===== src/rtl/el2_ifu_pkg.sv =====
`default_nettype none
// ============================================================================
// Module      : el2_ifu_pkg
// Description : Shared types and constants for the IFU ICCM arbiter slice.
//               - ICCM_ADDR_W     : ICCM halfword/doubleword address width
//               - WR_SIZE_DW      : write size used for full-doubleword writes
//               - dma_buf_entry_t : one buffered DMA request
// Revision    : 1.0 - initial release
// ============================================================================
package el2_ifu_pkg;

    localparam int         ICCM_ADDR_W = 15;
    localparam logic [2:0] WR_SIZE_DW  = 3'b011;

    // The address is kept already converted to the ICCM address space
    // (byte address bits [15:1]); the rest of the byte address is not needed.
    typedef struct packed {
        logic [ICCM_ADDR_W-1:0] addr;
        logic [2:0]             sz;
        logic                   write;
        logic [63:0]            wdata;
        logic [2:0]             tag;
    } dma_buf_entry_t;

endpackage : el2_ifu_pkg
`default_nettype wire


===== src/rtl/el2_iccm_dma_buf.sv =====
`default_nettype none
// ============================================================================
// Module      : el2_iccm_dma_buf
// Description : One-entry DMA request buffer for the ICCM arbiter.
//               Captures a request strobe only while empty; releases the
//               entry in the cycle the arbiter grants it.
// Ports       : clk, rst      - clock, synchronous active-high reset
//               i_req         - request strobe
//               i_entry       - request payload to capture
//               i_pop         - buffered request granted this cycle
//               o_valid       - buffer holds a request
//               o_ready       - buffer empty (can accept a strobe)
//               o_entry       - buffered request payload
// Revision    : 1.0 - initial release
// ============================================================================
module el2_iccm_dma_buf
    import el2_ifu_pkg::*;
(
    input  logic           clk,
    input  logic           rst,
    input  logic           i_req,
    input  dma_buf_entry_t i_entry,
    input  logic           i_pop,
    output logic           o_valid,
    output logic           o_ready,
    output dma_buf_entry_t o_entry
);

    logic           r_valid;
    dma_buf_entry_t r_entry;
    logic           w_load;

    // A strobe that arrives while full is dropped; the requester must retry.
    assign w_load = i_req & ~r_valid;

    always_ff @(posedge clk) begin
        if (rst) begin
            r_valid <= 1'b0;
            r_entry <= '0;
        end else begin
            if (w_load) begin
                r_valid <= 1'b1;
                r_entry <= i_entry;
            end else if (i_pop) begin
                r_valid <= 1'b0;
            end
        end
    end

    assign o_valid = r_valid;
    assign o_ready = ~r_valid;
    assign o_entry = r_entry;

endmodule : el2_iccm_dma_buf
`default_nettype wire


===== src/rtl/el2_ifu_iccm_arb.sv =====
`default_nettype none
// ============================================================================
// Module      : el2_ifu_iccm_arb
// Description : Single-port ICCM access arbiter. Shares the ICCM SRAM port
//               between ECC correction write-back, buffered DMA requests and
//               IFU fetch. Priority: correction > forced DMA > fetch > DMA.
// Ports       : clock/reset                 - core clock, sync active-high rst
//               io_ifc_*/io_exu_flush_final - fetch request side
//               io_fetch_gnt                - fetch owns the port this cycle
//               io_dma_*                    - DMA request side
//               io_iccm_ready               - DMA buffer empty
//               io_iccm_dma_r*              - DMA read response
//               io_ecc_corr_*               - correction write-back
//               io_iccm_rw_addr/rden/wren/wr_data_raw/wr_size - SRAM controls
//               io_iccm_rd_data             - SRAM read data (1-cycle latency)
// Config      : EL2_ICCM_DMA_STARVE_EN - when defined, a buffered DMA request
//               that loses to fetch STARVE_MAX cycles in a row is forced
//               through. When undefined, DMA always beats fetch.
// Revision    : 1.0 - initial release
// ============================================================================
module el2_ifu_iccm_arb
    import el2_ifu_pkg::*;
#(
    parameter int STARVE_MAX = 7
) (
    input  logic                   clock,
    input  logic                   reset,
    input  logic                   io_ifc_fetch_req_bf,
    input  logic                   io_ifc_iccm_access_bf,
    input  logic [30:0]            io_ifc_fetch_addr_bf,
    input  logic                   io_exu_flush_final,
    output logic                   io_fetch_gnt,
    input  logic                   io_dma_iccm_req,
    input  logic [31:0]            io_dma_mem_addr,
    input  logic [2:0]             io_dma_mem_sz,
    input  logic                   io_dma_mem_write,
    input  logic [63:0]            io_dma_mem_wdata,
    input  logic [2:0]             io_dma_mem_tag,
    output logic                   io_iccm_ready,
    output logic                   io_iccm_dma_rvalid,
    output logic [2:0]             io_iccm_dma_rtag,
    output logic [63:0]            io_iccm_dma_rdata,
    input  logic                   io_ecc_corr_req,
    input  logic [ICCM_ADDR_W-1:0] io_ecc_corr_addr,
    input  logic [63:0]            io_ecc_corr_wdata,
    output logic                   io_ecc_corr_ack,
    output logic [ICCM_ADDR_W-1:0] io_iccm_rw_addr,
    output logic                   io_iccm_rden,
    output logic                   io_iccm_wren,
    output logic [63:0]            io_iccm_wr_data_raw,
    output logic [2:0]             io_iccm_wr_size,
    input  logic [63:0]            io_iccm_rd_data
);

    // ------------------------------------------------------------------
    // DMA buffer
    // ------------------------------------------------------------------
    dma_buf_entry_t w_dma_in;
    dma_buf_entry_t w_buf;
    logic           w_buf_valid;
    logic           w_buf_ready;

    assign w_dma_in.addr  = io_dma_mem_addr[15:1];
    assign w_dma_in.sz    = io_dma_mem_sz;
    assign w_dma_in.write = io_dma_mem_write;
    assign w_dma_in.wdata = io_dma_mem_wdata;
    assign w_dma_in.tag   = io_dma_mem_tag;

    // Address bits outside the ICCM window are intentionally ignored.
    logic w_unused_addr_bits;
    assign w_unused_addr_bits = ^{io_ifc_fetch_addr_bf[30:15],
                                  io_dma_mem_addr[31:16],
                                  io_dma_mem_addr[0]};

    logic w_dma_gnt;

    el2_iccm_dma_buf u_dma_buf (
        .clk     (clock),
        .rst     (reset),
        .i_req   (io_dma_iccm_req),
        .i_entry (w_dma_in),
        .i_pop   (w_dma_gnt),
        .o_valid (w_buf_valid),
        .o_ready (w_buf_ready),
        .o_entry (w_buf)
    );

    assign io_iccm_ready = w_buf_ready;

    // ------------------------------------------------------------------
    // Arbitration
    // ------------------------------------------------------------------
    logic w_fetch_elig;
    logic w_corr_gnt;
    logic w_fetch_gnt;
    logic w_dma_first;   // buffered DMA outranks fetch this cycle

    assign w_fetch_elig = io_ifc_fetch_req_bf & io_ifc_iccm_access_bf
                        & ~io_exu_flush_final;

`ifdef EL2_ICCM_DMA_STARVE_EN
    localparam logic [3:0] c_starve_max = 4'(STARVE_MAX);

    logic [3:0] r_starve_cnt;

    // Counts consecutive fetch wins over a waiting DMA request. A cycle lost
    // to correction holds the count, so a forced DMA goes right after it.
    // Fetch cannot win once the count reaches the limit, so no wrap.
    always_ff @(posedge clock) begin
        if (reset) begin
            r_starve_cnt <= 4'd0;
        end else if (!w_buf_valid || w_dma_gnt) begin
            r_starve_cnt <= 4'd0;
        end else if (w_fetch_gnt) begin
            r_starve_cnt <= r_starve_cnt + 4'd1;
        end
    end

    assign w_dma_first = (r_starve_cnt == c_starve_max);
`else
    localparam int c_unused_starve_max = STARVE_MAX;

    assign w_dma_first = 1'b1;
`endif

    assign w_corr_gnt  = io_ecc_corr_req;
    assign w_dma_gnt   = ~w_corr_gnt & w_buf_valid & (w_dma_first | ~w_fetch_elig);
    assign w_fetch_gnt = ~w_corr_gnt & w_fetch_elig & ~(w_buf_valid & w_dma_first);

    assign io_ecc_corr_ack = w_corr_gnt;
    assign io_fetch_gnt    = w_fetch_gnt;

    // ------------------------------------------------------------------
    // SRAM port mux: only the granted requester drives; idle is all-zero.
    // ------------------------------------------------------------------
    always_comb begin
        io_iccm_rw_addr     = '0;
        io_iccm_rden        = 1'b0;
        io_iccm_wren        = 1'b0;
        io_iccm_wr_data_raw = '0;
        io_iccm_wr_size     = '0;
        if (w_corr_gnt) begin
            io_iccm_rw_addr     = io_ecc_corr_addr;
            io_iccm_wren        = 1'b1;
            io_iccm_wr_data_raw = io_ecc_corr_wdata;
            io_iccm_wr_size     = WR_SIZE_DW;
        end else if (w_dma_gnt) begin
            io_iccm_rw_addr = w_buf.addr;
            if (w_buf.write) begin
                io_iccm_wren        = 1'b1;
                io_iccm_wr_data_raw = w_buf.wdata;
                io_iccm_wr_size     = w_buf.sz;
            end else begin
                io_iccm_rden = 1'b1;
            end
        end else if (w_fetch_gnt) begin
            io_iccm_rw_addr = io_ifc_fetch_addr_bf[ICCM_ADDR_W-1:0];
            io_iccm_rden    = 1'b1;
        end
    end

    // ------------------------------------------------------------------
    // DMA read response: SRAM data arrives one cycle after the grant.
    // ------------------------------------------------------------------
    logic       r_rvalid;
    logic [2:0] r_rtag;
    logic       w_dma_rd_gnt;
    logic       w_rvalid;

    assign w_dma_rd_gnt = w_dma_gnt & ~w_buf.write;

    always_ff @(posedge clock) begin
        if (reset) begin
            r_rvalid <= 1'b0;
            r_rtag   <= 3'd0;
        end else begin
            r_rvalid <= w_dma_rd_gnt;
            if (w_dma_rd_gnt) begin
                r_rtag <= w_buf.tag;
            end
        end
    end

    // Masking with reset drops a response whose grant preceded a reset, even
    // in the cycle the reset is first sampled.
    assign w_rvalid           = r_rvalid & ~reset;
    assign io_iccm_dma_rvalid = w_rvalid;
    assign io_iccm_dma_rtag   = r_rtag;
    assign io_iccm_dma_rdata  = w_rvalid ? io_iccm_rd_data : 64'd0;

endmodule : el2_ifu_iccm_arb
`default_nettype wire


===== config.mk =====
export PLATFORM = sky130hd
export DESIGN_NAME = el2_ifu_iccm_arb
export DESIGN_NICKNAME = d
export VERILOG_FILES = /design/src/rtl/el2_ifu_pkg.sv /design/src/rtl/el2_iccm_dma_buf.sv /design/src/rtl/el2_ifu_iccm_arb.sv
export SDC_FILE = /design/constraint.sdc
export NUM_CORES = 1
export LEC_CHECK = 0
export ABC_AREA = 1
export BUFFER_PORTS_ARGS = -buffer_cell sky130_fd_sc_hd__buf_2
export CELL_PAD_IN_SITES_DETAIL_PLACEMENT = 1
export CELL_PAD_IN_SITES_GLOBAL_PLACEMENT = 1
export CORE_AREA = 4 4 170 172
export CTS_BUF_LIST = sky130_fd_sc_hd__clkbuf_4
export CTS_CLUSTER_DIAMETER = 80
export DETAILED_ROUTE_END_ITERATION = 10
export DIE_AREA = 0 0 174 176
export PLACE_DENSITY_LB_ADDON = 0.1
export SKIP_CTS_REPAIR_TIMING = 1
export SLEW_MARGIN = 20
export SYNTH_ARGS = -nofsm -noshare
export SYNTH_HDL_FRONTEND = slang
export SYNTH_HIERARCHICAL = 1
export SYNTH_SLANG_ARGS = --single-unit

===== constraint.sdc =====
create_clock -name clock -period 1.51 [get_ports clock]
set_input_delay 0.151 -clock clock [delete_from_list [all_inputs] [get_ports clock]]
set_output_delay 0.151 -clock clock [all_outputs]
set_load 0.01 [all_outputs]

==> results.md <==
* Status: finished, violations left
* Failing checks: negative hold slack, negative setup slack
* Min Tclk post-route at 1830 ps
* Syn Area/Cell at about 5.6 µm²
* Post-route cell area at 10,800 µm²
* Hold_sp: io_dma_mem_addr[13]
* Synth Instances at 1,019
* Num rows at 61
* Syn-to-layout area delta at 89.7%
* Post-synth EDFFs at 0
* Worst setup SP type: flip-flop
* # setup viols final at 149
* Clock Pin Slew Worst Setup and Hold Paths at around 150 ps
* Top_reg_cell synth: dfxtp_1
* Setup tns final at -25,410 ps
* Total GRT Usage at ~16%
* Fmax at 547 MHz
* Wire per inst at between 15 and 20 µm
* Vias per inst at 4.27
* Yosys cell types at 16
* Post-synth top area cell: dfxtp_1
* Final setup margin at -317 ps
* Core area at 27,500 µm²
* Synth top cells by count: nand2_1, nor2_1, nand3_1, inv_1, dfxtp_1
* Clock Skew at around 15 ps
* RD Place Congestion at 0.681
* Number of antenna violations at the first check in global routing at 4
* Fraction of synthesis flops using an asynchronous set or reset pin at 0%
* CTS root buf: clkbuf_4
* Mapped Area at 5690 µm²
* Arr. time, crit path at 1680 ps
* Post-Syn Nets at 1,303
* Largest cells by area after synthesis: dfxtp_1, nand2_1, nor2_1, nand3_1, inv_1
* Synth top area share at about a third
* Leakage at roughly 6.0 nW
* DR DRC count at 0
* DP Area at 8100 µm²
* Via Count at 7,897
* Power per cell area at 593 nW/µm²
* CP Capture Type: primary output
* Area of the multi-input gates at ~3500 µm²
* CTS tree: built
* First-pass GRT wire length at 39,700 µm
* Tcrit/Tclk final at 121%
* Chip height at 176 µm
* Worst reg2reg startpoint: u_dma_buf/o_valid
* WHS at -22.1 ps
* Flop2flop setup slack at 260 ps
* DR pass1 iterations at 4
* IO Pins at 439
* # nets final at 1,780
* FF/Latch Area at 1830 µm²
* Worst path cell trace: inv_4, nor2_8, buf_6, clkbuf_16, nand3_1, nand2_1, buf_2
* GRT overflow at 0
* Starting Density at 20.7%
* RSZ-0062 raised after global routing: true
* DR iter-0 viols at 250
* Die width at 174 µm
* Seq/Total Area, Yosys at 32.0%
* Largest net degree at the start of global routing at 86
* Layout cells sized above 1 at a little over 40%
* Final Hold Viols at 5
* Htree depth at 3
* VDD IR max at approximately 430 µV
* Max_cap viols at 0
* Worst skew pair latency at 470 ps
* Vias in the first global route at between 7,000 and 8,000
* Max-slew violations at 0
* Hpwl dp at 19,000 µm
* Final ANT Viol Nets at 0
* Synth Register Bits at 91
* Worst setup path class: flip-flop to primary output
* Count of buffers from port buffering at approximately 410
* CP max stage delay at 380 ps
* Clock sink total at 91
* Die ar. at about 31,000 µm²
* Critical path's slowest cell: dfxtp_2
* YS warnings at 6
* # fillers at 3,588
* Slew Limit Headroom at 71.2%
* Clock buffer depth at 2
* Pre-CTS setup slack at roughly 160 ps
* Tightest Hold Check Type: input port to flip-flop
* Routed wire length at slightly above 30,000 µm
* Required time of the worst setup path at 1360 ps
* Worst slew pin tran at about 430 ps
* Most common cell in the netlist: nand2_1
* Critical-path maximum fanout at 6
* Crit path launch: u_dma_buf/o_valid
* CTS Buf Count at 9
==> cells in the final DEF (no fill, tap or decap) <==
| cell | count |
|---|---|
| a21oi_1 | 1 |
| buf_12 | 22 |
| buf_16 | 1 |
| buf_2 | 329 |
| buf_4 | 16 |
| buf_6 | 78 |
| buf_8 | 4 |
| bufinv_16 | 1 |
| clkbuf_16 | 12 |
| clkbuf_4 | 10 |
| clkinv_2 | 4 |
| clkinv_4 | 1 |
| clkinvlp_4 | 1 |
| dfxtp_1 | 88 |
| dfxtp_2 | 2 |
| dfxtp_4 | 1 |
| diode_2 | 3 |
| dlygate4sd3_1 | 76 |
| inv_1 | 159 |
| inv_2 | 1 |
| inv_4 | 2 |
| inv_6 | 1 |
| nand2_1 | 237 |
| nand2_2 | 22 |
| nand2_4 | 1 |
| nand3_1 | 151 |
| nand3_2 | 24 |
| nand3_4 | 6 |
| nor2_1 | 183 |
| nor2_2 | 10 |
| nor2_4 | 54 |
| nor2_8 | 1 |
| o21ai_0 | 1 |
| o21ai_2 | 1 |
==> sequential cells by signal (all words and copies together) (netlist names) <==
register and count:
io_iccm_dma_rtag 3, r_rvalid 1, u_dma_buf/o_entry 86, u_dma_buf/o_valid 1
==> where the power goes <==
part           leakage (nW)  internal [mW]  switching, mW  total (mW)
Combinational          5.15           1.04           1.17        2.20
Sequential            0.756           2.61          0.133        2.74
Clock                0.0768          0.528          0.936        1.46
Total                  5.98           4.17           2.24        6.41
==> final cells by class <==
| class | instances | area share, % |
|---|---|---|
| inverter | 164 | 5.77 |
| antenna | 3 | 0.0695 |
| tap | 346 | 4.01 |
| clock buffer | 10 | 0.695 |
| timing repair buffer | 538 | 39.2 |
| clock inverter | 6 | 0.602 |
| multi-input combinational | 692 | 32.7 |
| sequential | 91 | 16.9 |
==> per-stage QoR <==
step / cells / hold WS, ps / utilization (%) / power [mW]
detailed placement: 1718 / 396 / 29.5 / 4.47
CTS: 1734 / -156 / 30.0 / 5.99
global route: 1850 / 2.50 / 39.3 / 6.88
finish: 1850 / -22.1 / 39.3 / 6.41
floorplan: 1019 / 220 / - / 3.68
global placement: 1718 / 388 / 29.5 / 4.43
==> layer usage <==
metal	global-route usage, %	part of all wire, %	vias to the layer above
met2	26.6	49	225
li1	-	-	3980
met3	4.24	5.2	24
met1	20.9	44	3666
met4	3.27	0.98	2
met5	0	0.043	-
==> worst paths after layout <==
| kind | end | cells after the start |
|---|---|---|
| setup / recovery | io_iccm_wr_data_raw[23] | 7 |
| hold / removal | u_dma_buf/o_entry[83] | 5 |
| setup reg to reg | u_dma_buf/o_entry[2] | 5 |
| hold reg to reg | u_dma_buf/o_entry[75] | 2 |
==> critical path: cells and delay by family (launching register included) <==
kind / cells / cell delay (ps)
buffers and inverters: 4 / 480
DFF: 1 / 380
and+or+nand+nor: 3 / 350
==> kinds of logic after synthesis <==
| group | Yosys count | share of synthesized area, % |
|---|---|---|
| flip-flops | 91 | 32.0 |
| AO/OA/AOI/OAI | 3 | 0.264 |
| AND/OR/NAND/NOR | 689 | 50.0 |
| buffers and inverters | 236 | 17.7 |
(Power assumes the default switching activity.)
